--- src/rtl/mem_wb_pkg.sv ---
// Shared types and defaults for the MEM->WB pipeline register.
// Control fields are carried in wb_ctrl_t; write_reg is sized for the widest supported register file.
package mem_wb_pkg;

    localparam int XLEN_DEF    = 32;
    localparam int REG_AW_DEF  = 5;
    localparam int REG_AW_MAX  = 8;
    localparam int WB_ZERO_REG = 0;

    typedef struct packed {
        logic                  reg_write;
        logic                  mem_to_reg;
        logic                  link;
        logic [REG_AW_MAX-1:0] write_reg;
    } wb_ctrl_t;

    // Writes to the hardwired zero register are dropped at capture time when gating is enabled.
    function automatic logic wb_gate_we(input logic we, input logic to_zero, input logic gate_en);
        return we & ~(gate_en & to_zero);
    endfunction

endpackage

--- src/rtl/mem_wb_beat_reg.sv ---
// Generic valid+payload register: load sets valid and captures data, clear drops valid, else hold.
// Data is never cleared except by reset; load has priority over clear.
module mem_wb_beat_reg #(
    parameter int W = 8
) (
    input  logic         clk,
    input  logic         rst_n,
    input  logic         load_i,
    input  logic         clear_i,
    input  logic [W-1:0] dat_i,
    output logic         vld_o,
    output logic [W-1:0] dat_o
);

    logic         vld_q, vld_d;
    logic [W-1:0] dat_q, dat_d;

    always_comb begin
        vld_d = vld_q;
        dat_d = dat_q;
        if (load_i) begin
            vld_d = 1'b1;
            dat_d = dat_i;
        end else if (clear_i) begin
            vld_d = 1'b0;
        end
    end

    always_ff @(posedge clk) begin
        if (!rst_n) begin
            vld_q <= 1'b0;
            dat_q <= '0;
        end else begin
            vld_q <= vld_d;
            dat_q <= dat_d;
        end
    end

    assign vld_o = vld_q;
    assign dat_o = dat_q;

endmodule

--- src/rtl/mem_wb_pipe_reg.sv ---
// Elastic MEM->WB register, 1-cycle latency, valid/ready with stall hold and flush; full throughput.
// MEM_WB_SKID_BUFFER_EN adds a second FIFO entry so in_ready comes straight from a flop.
module mem_wb_pipe_reg
    import mem_wb_pkg::*;
#(
    parameter int XLEN          = XLEN_DEF,
    parameter int REG_AW        = REG_AW_DEF,
    parameter int ZERO_REG_GATE = 1
) (
    input  logic              clk,
    input  logic              rst_n,
    input  logic              flush,
    input  logic              in_valid,
    output logic              in_ready,
    input  logic              reg_write_m,
    input  logic              mem_to_reg_m,
    input  logic              link_m,
    input  logic [REG_AW-1:0] write_reg_m,
    input  logic [XLEN-1:0]   read_data_m,
    input  logic [XLEN-1:0]   alu_out_m,
    input  logic [XLEN-1:0]   pc_plus4_m,
    output logic              out_valid,
    input  logic              out_ready,
    output logic              reg_write_w,
    output logic [REG_AW-1:0] write_reg_w,
    output logic [XLEN-1:0]   wb_data_w,
    output logic              mem_to_reg_w,
    output logic              link_w,
    output logic [XLEN-1:0]   read_data_w,
    output logic [XLEN-1:0]   alu_out_w,
    output logic [XLEN-1:0]   pc_plus4_w
);

    typedef struct packed {
        wb_ctrl_t          ctrl;
        logic [XLEN-1:0]   read_data;
        logic [XLEN-1:0]   alu_out;
        logic [XLEN-1:0]   pc_plus4;
    } beat_t;

    localparam int BW = $bits(beat_t);

    beat_t in_beat;
    beat_t main_src;
    beat_t main_beat;
    logic  main_vld;
    logic  main_load;
    logic  main_clear;
    logic  accept;
    logic  unused_wr_hi;

    always_comb begin
        in_beat                = '0;
        in_beat.ctrl.reg_write = wb_gate_we(reg_write_m,
                                            write_reg_m == REG_AW'(WB_ZERO_REG),
                                            ZERO_REG_GATE != 0);
        in_beat.ctrl.mem_to_reg = mem_to_reg_m;
        in_beat.ctrl.link       = link_m;
        in_beat.ctrl.write_reg  = REG_AW_MAX'(write_reg_m);
        in_beat.read_data       = read_data_m;
        in_beat.alu_out         = alu_out_m;
        in_beat.pc_plus4        = pc_plus4_m;
    end

`ifdef MEM_WB_SKID_BUFFER_EN
    beat_t skid_beat;
    logic  skid_vld;
    logic  skid_load;
    logic  skid_clear;
    logic  main_stall;

    // Skid only fills while main is stalled, so a full skid implies a full main.
    assign in_ready   = ~skid_vld;
    assign accept     = in_valid & in_ready;
    assign main_stall = main_vld & ~out_ready;

    assign main_load  = ~flush & ~main_stall & (skid_vld | accept);
    assign main_clear = flush | out_ready;
    assign main_src   = skid_vld ? skid_beat : in_beat;

    assign skid_load  = ~flush & main_stall & accept;
    assign skid_clear = flush | ~main_stall;

    mem_wb_beat_reg #(
        .W (BW)
    ) u_skid (
        .clk     (clk),
        .rst_n   (rst_n),
        .load_i  (skid_load),
        .clear_i (skid_clear),
        .dat_i   (in_beat),
        .vld_o   (skid_vld),
        .dat_o   (skid_beat)
    );
`else
    assign in_ready   = ~main_vld | out_ready;
    assign accept     = in_valid & in_ready;
    assign main_load  = accept & ~flush;
    assign main_clear = flush | out_ready;
    assign main_src   = in_beat;
`endif

    mem_wb_beat_reg #(
        .W (BW)
    ) u_main (
        .clk     (clk),
        .rst_n   (rst_n),
        .load_i  (main_load),
        .clear_i (main_clear),
        .dat_i   (main_src),
        .vld_o   (main_vld),
        .dat_o   (main_beat)
    );

    assign out_valid    = main_vld;
    assign reg_write_w  = main_beat.ctrl.reg_write & main_vld;
    assign write_reg_w  = main_beat.ctrl.write_reg[REG_AW-1:0];
    assign mem_to_reg_w = main_beat.ctrl.mem_to_reg;
    assign link_w       = main_beat.ctrl.link;
    assign read_data_w  = main_beat.read_data;
    assign alu_out_w    = main_beat.alu_out;
    assign pc_plus4_w   = main_beat.pc_plus4;

    // Link beats (JAL/JALR) write PC+4 regardless of mem_to_reg.
    assign wb_data_w = main_beat.ctrl.link       ? main_beat.pc_plus4  :
                       main_beat.ctrl.mem_to_reg ? main_beat.read_data :
                                                   main_beat.alu_out;

    // Upper write_reg bits are always zero-filled and never leave the block.
    assign unused_wr_hi = ^main_beat.ctrl.write_reg;

endmodule

--- config.mk ---
export PLATFORM = sky130hd
export DESIGN_NAME = mem_wb_pipe_reg
export DESIGN_NICKNAME = d
export VERILOG_FILES = /design/src/rtl/mem_wb_pkg.sv /design/src/rtl/mem_wb_beat_reg.sv /design/src/rtl/mem_wb_pipe_reg.sv
export SDC_FILE = /design/constraint.sdc
export NUM_CORES = 1
export LEC_CHECK = 0
export ABC_AREA = 1
export CORE_ASPECT_RATIO = 1.2
export CORE_MARGIN = 5
export CORE_UTILIZATION = 43
export DETAILED_ROUTE_END_ITERATION = 8
export GPL_TIMING_DRIVEN = 1
export HOLD_SLACK_MARGIN = 0.12
export PLACE_DENSITY = 0.8
export SETUP_SLACK_MARGIN = 0.5
export SYNTH_ARGS = -nofsm -noshare
export SYNTH_HDL_FRONTEND = slang
export SYNTH_SLANG_ARGS = --single-unit
--- constraint.sdc ---
create_clock -name clk -period 2.23 [get_ports clk]
set_input_delay 0.3345 -clock clk [delete_from_list [all_inputs] [get_ports clk]]
set_output_delay 0.3345 -clock clk [all_outputs]
set_load 0.005 [all_outputs]
; ---- After elaboration in Yosys (flattened, before gate mapping)
; Cells that the tools add are included.
[op_classes]
addsub = 0
multipliers = 0
n_div = 0
order_cmp = 0
n_eq_ne = 0
shift = 0
muxes = 4
n_bitwise = 9
n_reduce_logical = 2
[op_table]
columns = op, n
row1 = $mux 32, 2
row2 = $logic_not 5->1, 1
row3 = $and 1x1->1, 4
row4 = $not 1->1, 3
row5 = $mux 1, 2
row6 = $or 1x1->1, 2
row7 = $reduce_bool 2->1, 1
[word_totals]
register_bits = 105
latchBits = 0
ramBits = 0
mem_bits_ro = 0
in_bits = 109
out_inout_bits = 138
wordCells = 17
memories = 0

; ---- Depth between registers and ports, before layout
; Gate-level depths: netlist of run 1.
[logic_depth]
word_depth = 5
ltp_mapped = 8

; ---- Hierarchy
; Synthesis of run 1 repeated with hierarchy kept, for this count alone.
[hier_totals]
cells_unflattened = 691
area_unflattened_um2 = 4722.0
[by_module_without_submodules]
columns = module, n_inst, cells_each, area_each_um2
row1 = mem_wb_beat_reg, 1, 469, 3722.3
row2 = mem_wb_pipe_reg, 1, 222, 999.7

; ---- Least setup slack after synthesis of run 1
; Ideal clock, no wire load.
[synth_path]
path_type = reg2out
from = register u_main.dat_q[105] (netlist: u_main.dat_o[105])
to = output wb_data_w[27]
arrival_ns = 0.992
required_ns = 1.896
path_slack_ns = 0.903
path_stages_with_launch = 5
path_buffers = 2
cell_sequence = dfxtp_1 buf_2 clkbuf_1 a21oi_1 a21oi_1
[synth_between]
elab_chain_len = 2
[synth_lines]
columns = item, line
row1 = "start, declared", mem_wb_beat_reg.sv:16  ; logic [W-1:0] dat_q, dat_d;
row2 = "start signal, assigned", mem_wb_beat_reg.sv:35  ; dat_q <= dat_d;
row3 = $mux 32, mem_wb_pipe_reg.sv:126  ; main_beat.ctrl.mem_to_reg ? main_beat.read_data :
row4 = $mux 32, mem_wb_pipe_reg.sv:125  ; assign wb_data_w = main_beat.ctrl.link ? main_beat.pc_plus4 :
row5 = "end, declared", mem_wb_pipe_reg.sv:26  ; output logic [XLEN-1:0] wb_data_w,
; Every way passes these cells.

; ---- Worst setup path in the final report of run 1
[layout_path]
from = register u_main.dat_q[105] (netlist: u_main.dat_o[105])
to = output wb_data_w[11]
; The elaborated chain is that of the path after synthesis.

==> impl_metrics.ini, run 1 <==
[status]
status = complete, no violations

[die]
rows = 43
die_y_um = 129
die_w_um = 109
initial_core_util = 0.440
ioPinCount = 247
core_area_um2 = 11600
die_area_um2 = 14100

[placement]
port_buffers = 246
place_congestion = 0.817
dpl.hpwl_mm = 11.2
place_ws_ns = 0.324

[cells_and_area]
final_common_cell = nor2_1
final_cell_mix = nor2_1, clkdlybuf4s50_1, o21ai_0
num-fill-cells = 1015
multi_input_area_um2 = 2190
nets = 958
syn2layout_area_growth_pct = 48.9
antenna_cells = 0
layout-drive-gt1-share = 0.166
ff_latch_area_um2 = 2110

[synthesis]
syn_area_um2 = 5090
yosys-top-cells-area = dfxtp_1, nor2_1, buf_4, o21ai_0, a21oi_1
ys_ff_latch = 105
ys_seq_area_frac = 0.413
ys_types = 16
synth.avg_cell_area_um2 = 7.16
synth-adder-area-share = 0
synth_top_area_cell = dfxtp_1
muxShareOfSynthArea = 0
netlist_instances = 711
ys_warn_count = 0
synth_top_family_by_area = simple AND/OR/NAND/NOR gates
synth-compound-area-share = 0.165
synth-xor-area-share = 0
yosys.area_share.simple = 0.213
yosys.area.top_type_share = 0.413
syn_nets = 820

[worst_setup_path]
required_ns = 1.90
crit_arrival_ns = 1.48
path_class = flop to primary output
cp-start-kind = flop
cp_max_fo = 6
end_kind = primary output

[cts]
htree_levels = 3
cts_hold_buf = 0
clkTransAtPathRegs_ns = 0.06
cts_made_buffers = 9
clock_path_buffers = 2
cts_sinks = 105
cts_tree = built
clk_latency_ns = 0.34
root_buffer = clkbuf_16

[grt]
grt.total_usage = 0.227
antenna_found_initial = 0
grt_max_degree = 106
grt_pass1_vias = 4544
grt_pass1_wl_mm = 24.8
grt_overflow = 0

[route]
drc = 0
antenna_left = 0
wire_per_inst_um = 16.5
via_per_inst = 4.90
firstDrtPassIters = 4
totalWireLength_mm = 16.7
vias = 4945
dr.first_iter.drc_count = 277

[pwr]
peakVddDrop_v = 0.000360
p_leak_nw = 3.02
power_density_nw_per_um2 = 644

[timing]
setup_ws_ns = 0.419
clock_skew_ns = 0.00589
relSlewSlack = 0.727
worst_pin_slew_ns = 0.409
hold_viol = 0
final-max-slew-violation-count = 0
period_share = 0.812
setup_viol = 0
finalCriticalPeriod_ns = 1.81
rsz0062_at_grt = true
finalSetupTns_ns = 0
fmax_mhz = 552

[run]
cap_violations = 0

[hold_path]
hold_class = flop to flop
==> worst max-delay path, cell delays in order (launching register included) <==
cell and delay [ns]:
dfxtp_4 0.37, clkinvlp_4 0.13, buf_6 0.14, buf_12 0.12, buf_12 0.13, nand2_4 0.05, a21oi_2 0.05, buf_2 0.14
==> worst paths after layout <==
| check | from | end | slack (ns) | cells after the start |
|---|---|---|---|---|
| worst max-delay path | u_main.dat_o[105] | wb_data_w[11] | 0.42 | 7 |
| worst min-delay path | u_main.dat_o[97] | u_main.dat_o[97] | 0.48 | 2 |
| worst max register to register | u_main.vld_o | u_main.dat_o[76] | 0.98 | 6 |
| worst min register to register | u_main.dat_o[97] | u_main.dat_o[97] | 0.48 | 2 |
==> timing repair <==
action                                  4_1_cts  5_1_grt
resized for setup                           155       67
cloned                                        2        1
pin swaps                                     8       14
setup buffers                                13        0
endpoints found under the setup margin       35       34
==> sequential cells by signal, summed over array words and instances, names as in the netlist <==
name          cells
u_main.vld_o      1
u_main.dat_o    104
==> where the power goes <==
| group | total (W) | internal (W) | switching, W |
|---|---|---|---|
| clock | 0.00159 | 0.000923 | 0.000665 |
| sequential | 0.00212 | 0.00201 | 0.000117 |
| combinational | 0.00117 | 0.000677 | 0.000497 |
==> area by class of cell <==
| class | instances | area share |
|---|---|---|
| Sequential cell | 105 | 0.278 |
| Clock buffer | 12 | 0.0338 |
| Multi-Input combinational cell | 451 | 0.289 |
| Timing Repair Buffer | 275 | 0.364 |
| Clock inverter | 3 | 0.00528 |
| Inverter | 7 | 0.00413 |
| Tap cell | 157 | 0.0259 |
==> metrics by stage <==
step           hold slack [ns]  cells  utilization  power (W)  instance area [µm²]
5_1_grt                  0.497   1010        0.655    0.00512                 7580
2_1_floorplan            0.406    711            -    0.00270                 5090
3_3_place_gp             0.462    979        0.595    0.00323                 6880
6_report                 0.484   1010        0.655    0.00488                 7580
3_5_place_dp             0.471    979        0.595    0.00325                 6880
4_1_cts                  0.486   1009        0.637    0.00487                 7370
==> metal layers <==
metal  global-route usage  part of all wire  routed length [µm]
met5                    0                 0                   0
met3               0.0708             0.087                1460
met1                0.264              0.38                6400
met2                0.391              0.51                8470
met4               0.0800             0.022                 363
==> cell usage after synthesis <==
| library cell | count |
|---|---|
| buf_1 | 1 |
| nor2_1 | 241 |
| o21ai_0 | 103 |
| clkbuf_1 | 19 |
| nand3b_1 | 1 |
| a21oi_1 | 65 |
| buf_2 | 12 |
| nand2_2 | 1 |
| inv_1 | 5 |
| nand2_4 | 1 |
| dfxtp_1 | 105 |
| buf_6 | 8 |
| inv_2 | 2 |
| buf_4 | 108 |
| nand2_1 | 38 |
| nor2_4 | 1 |
==> cell families after synthesis <==
family	Yosys count
flip-flops	105
AO/OA/AOI/OAI	168
buffers and inverters	155
AND/OR/NAND/NOR	283
Note: power is estimated with default switching activity, not from simulation.
==> run 2, diff against run 1 <==
Settings changed: CORE_UTILIZATION 43 to 41, PLACE_DENSITY 0.8 to 0.77.
Clock period 2.23 ns to 1.9 ns, I/O delays scaled along.
==> run 2 against run 1 <==
Worst setup slack lost 0.21 ns. Final area grew 5.0%. Global-route usage shrank 0.46 points. Wire length grew 8.4%. Non-clock buffer count grew 27. Cell count grew 3.2%. Total power grew 17%. Sequential cell count is the same. Critical path type unchanged.
==> impl_metrics.ini, run 2 (synthesis results as in run 1) <==
[pwr]
p_comb_frac = 0.249
p_sw_frac = 0.281
p_leak_nw = 3.61
power_density_nw_per_um2 = 720
internal_power_w = 0.00412
p_sw_w = 0.00161
peakVddDrop_v = 0.000415
power.share.sequential = 0.437
p_clk_frac = 0.315

[worst_setup_path]
crit_chain = inv_8, buf_12, buf_8, nand2_1, a21oi_2, buf_2
cpMaxStageDelayCell = dfxtp_4
required_ns = 1.62
path_class = flop to primary output
reg2reg_slack_ns = 0.70
crit_arrival_ns = 1.41
cp_slowest_stage_delay_ns = 0.38
cp_max_fo = 8
reg2regPathDepth = 5
r2r_end = u_main.dat_o[44]
regToRegStartpoint = u_main.vld_o
cp-start-kind = flop
end_kind = primary output

[grt]
grt_overflow = 0
antenna_found_initial = 1
grt.total_usage = 0.222
grt_pass1_wl_mm = 26.2
grt_pass1_vias = 4746
grt_max_degree = 54

[cells_and_area]
largest_reg_flops = 104
syn2layout_area_growth_pct = 56.3
final_cell_mix = nor2_1, clkdlybuf4s50_1, dlygate4sd2_1
nets = 985
antenna_cells = 0
layout-drive-gt1-share = 0.283
final_common_cell = nor2_1
final_util = 0.657

[cts]
clock_path_buffers = 2
root_buffer = clkbuf_16
cts_sinks = 105
clkTransAtPathRegs_ns = 0.07
htree_levels = 3
cts_tree = built
cts_hold_buf = 0
clk_latency_ns = 0.34
cts_made_buffers = 9

[timing]
period_share = 0.891
hold_ws_ns = 0.413
finalSetupTns_ns = 0
fmax_mhz = 591
setup_viol = 0
hold_viol = 0
relSlewSlack = 0.812
clock_skew_ns = 0.00927
final-max-slew-violation-count = 0
rsz0062_at_grt = true
worst_pin_slew_ns = 0.282
finalCriticalPeriod_ns = 1.69

[placement]
dpl.hpwl_mm = 11.3
place_congestion = 0.833
port_buffers = 246

[route]
antenna_left = 0
wire_per_inst_um = 17.4
drc = 0
totalWireLength_mm = 18.1
via_per_inst = 4.89
dr.first_iter.drc_count = 203
firstDrtPassIters = 4
vias = 5092

[die]
die_y_um = 132
die_w_um = 112
core_area_um2 = 12100
die_area_um2 = 14700
ioPinCount = 247
initial_core_util = 0.420
rows = 44

[hold_path]
whs_path_depth = 4
hold_start = rst_n
hold_end = u_main.dat_o[63]
hold_class = input port to flop

[run]
cap_violations = 0

[status]
status = complete, no violations
## run 2: cell types whose count changed in the layout (fill, tap and decap cells not counted), sizes merged
cell / delta
buf: +32
clkinv: -1
clkdlybuf4s50: -104
dlygate4sd2: +102
bufinv: -1
inv: +2
clkbuf: -2
## run 2: power groups by stage
stage | sequential [W] | combinational, W | clock (W)
2_1_floorplan | 0.00249 | 0.000684 | 0
3_3_place_gp | 0.00252 | 0.00129 | 0
3_5_place_dp | 0.00252 | 0.00130 | 0
4_1_cts | 0.00249 | 0.00132 | 0.00182
5_1_grt | 0.00252 | 0.00154 | 0.00192
6_report | 0.00250 | 0.00142 | 0.00180
## run 2: critical path: cells and delay by family (launching register included)
kind / cells / cell delay, ns
simple gates: 1 / 0.08
flops: 1 / 0.38
buf+inv: 4 / 0.48
compound gates: 1 / 0.12
## run 2: routing by layer
layer | vias up | track usage | wire [µm]
li1 | 2502 | - | -
met1 | 2377 | 0.262 | 7220
met2 | 183 | 0.394 | 9330
met3 | 28 | 0.0482 | 1110
met4 | 2 | 0.0805 | 409
met5 | - | 0 | 20
## run 2: layout make-up
class / count / area, µm²
clock buffer: 13 / 260
inverter: 7 / 43.8
timing repair buffer: 302 / 2950
fill: 1015 / 4160
sequential: 105 / 2180
multi-input combinational: 451 / 2300
clock inverter: 3 / 25.0
tap: 161 / 201
## run 2: worst max-delay path by stage
| stage | startpoint | cells after the start | slack (ns) | end |
|---|---|---|---|---|
| floorplan | u_main.dat_o[105] | 4 | 0.62 | wb_data_w[27] |
| global placement | u_main.dat_o[105] | 4 | 0.16 | wb_data_w[24] |
| detailed placement | u_main.dat_o[104] | 5 | 0.16 | wb_data_w[24] |
| CTS | u_main.dat_o[105] | 5 | 0.23 | wb_data_w[15] |
| global route | u_main.dat_o[105] | 6 | 0.15 | wb_data_w[30] |
| finish | u_main.dat_o[105] | 6 | 0.21 | wb_data_w[30] |
## run 2: what timing repair did
item	CTS	global route
setup buffers	25	9
cloned	5	2
pin swaps	25	14
endpoints found under the setup margin	179	79
resized for setup	382	65
## run 2: stage by stage
step | cell area (µm²) | setup slack [ns] | cells | power (W)
after floorplan | 5090 | 0.623 | 711 | 0.00317
after global placement | 6910 | 0.162 | 985 | 0.00381
after detailed placement | 6910 | 0.157 | 985 | 0.00382
after CTS | 7610 | 0.228 | 1031 | 0.00563
after global routing | 7960 | 0.148 | 1042 | 0.00598
final | 7960 | 0.207 | 1042 | 0.00573
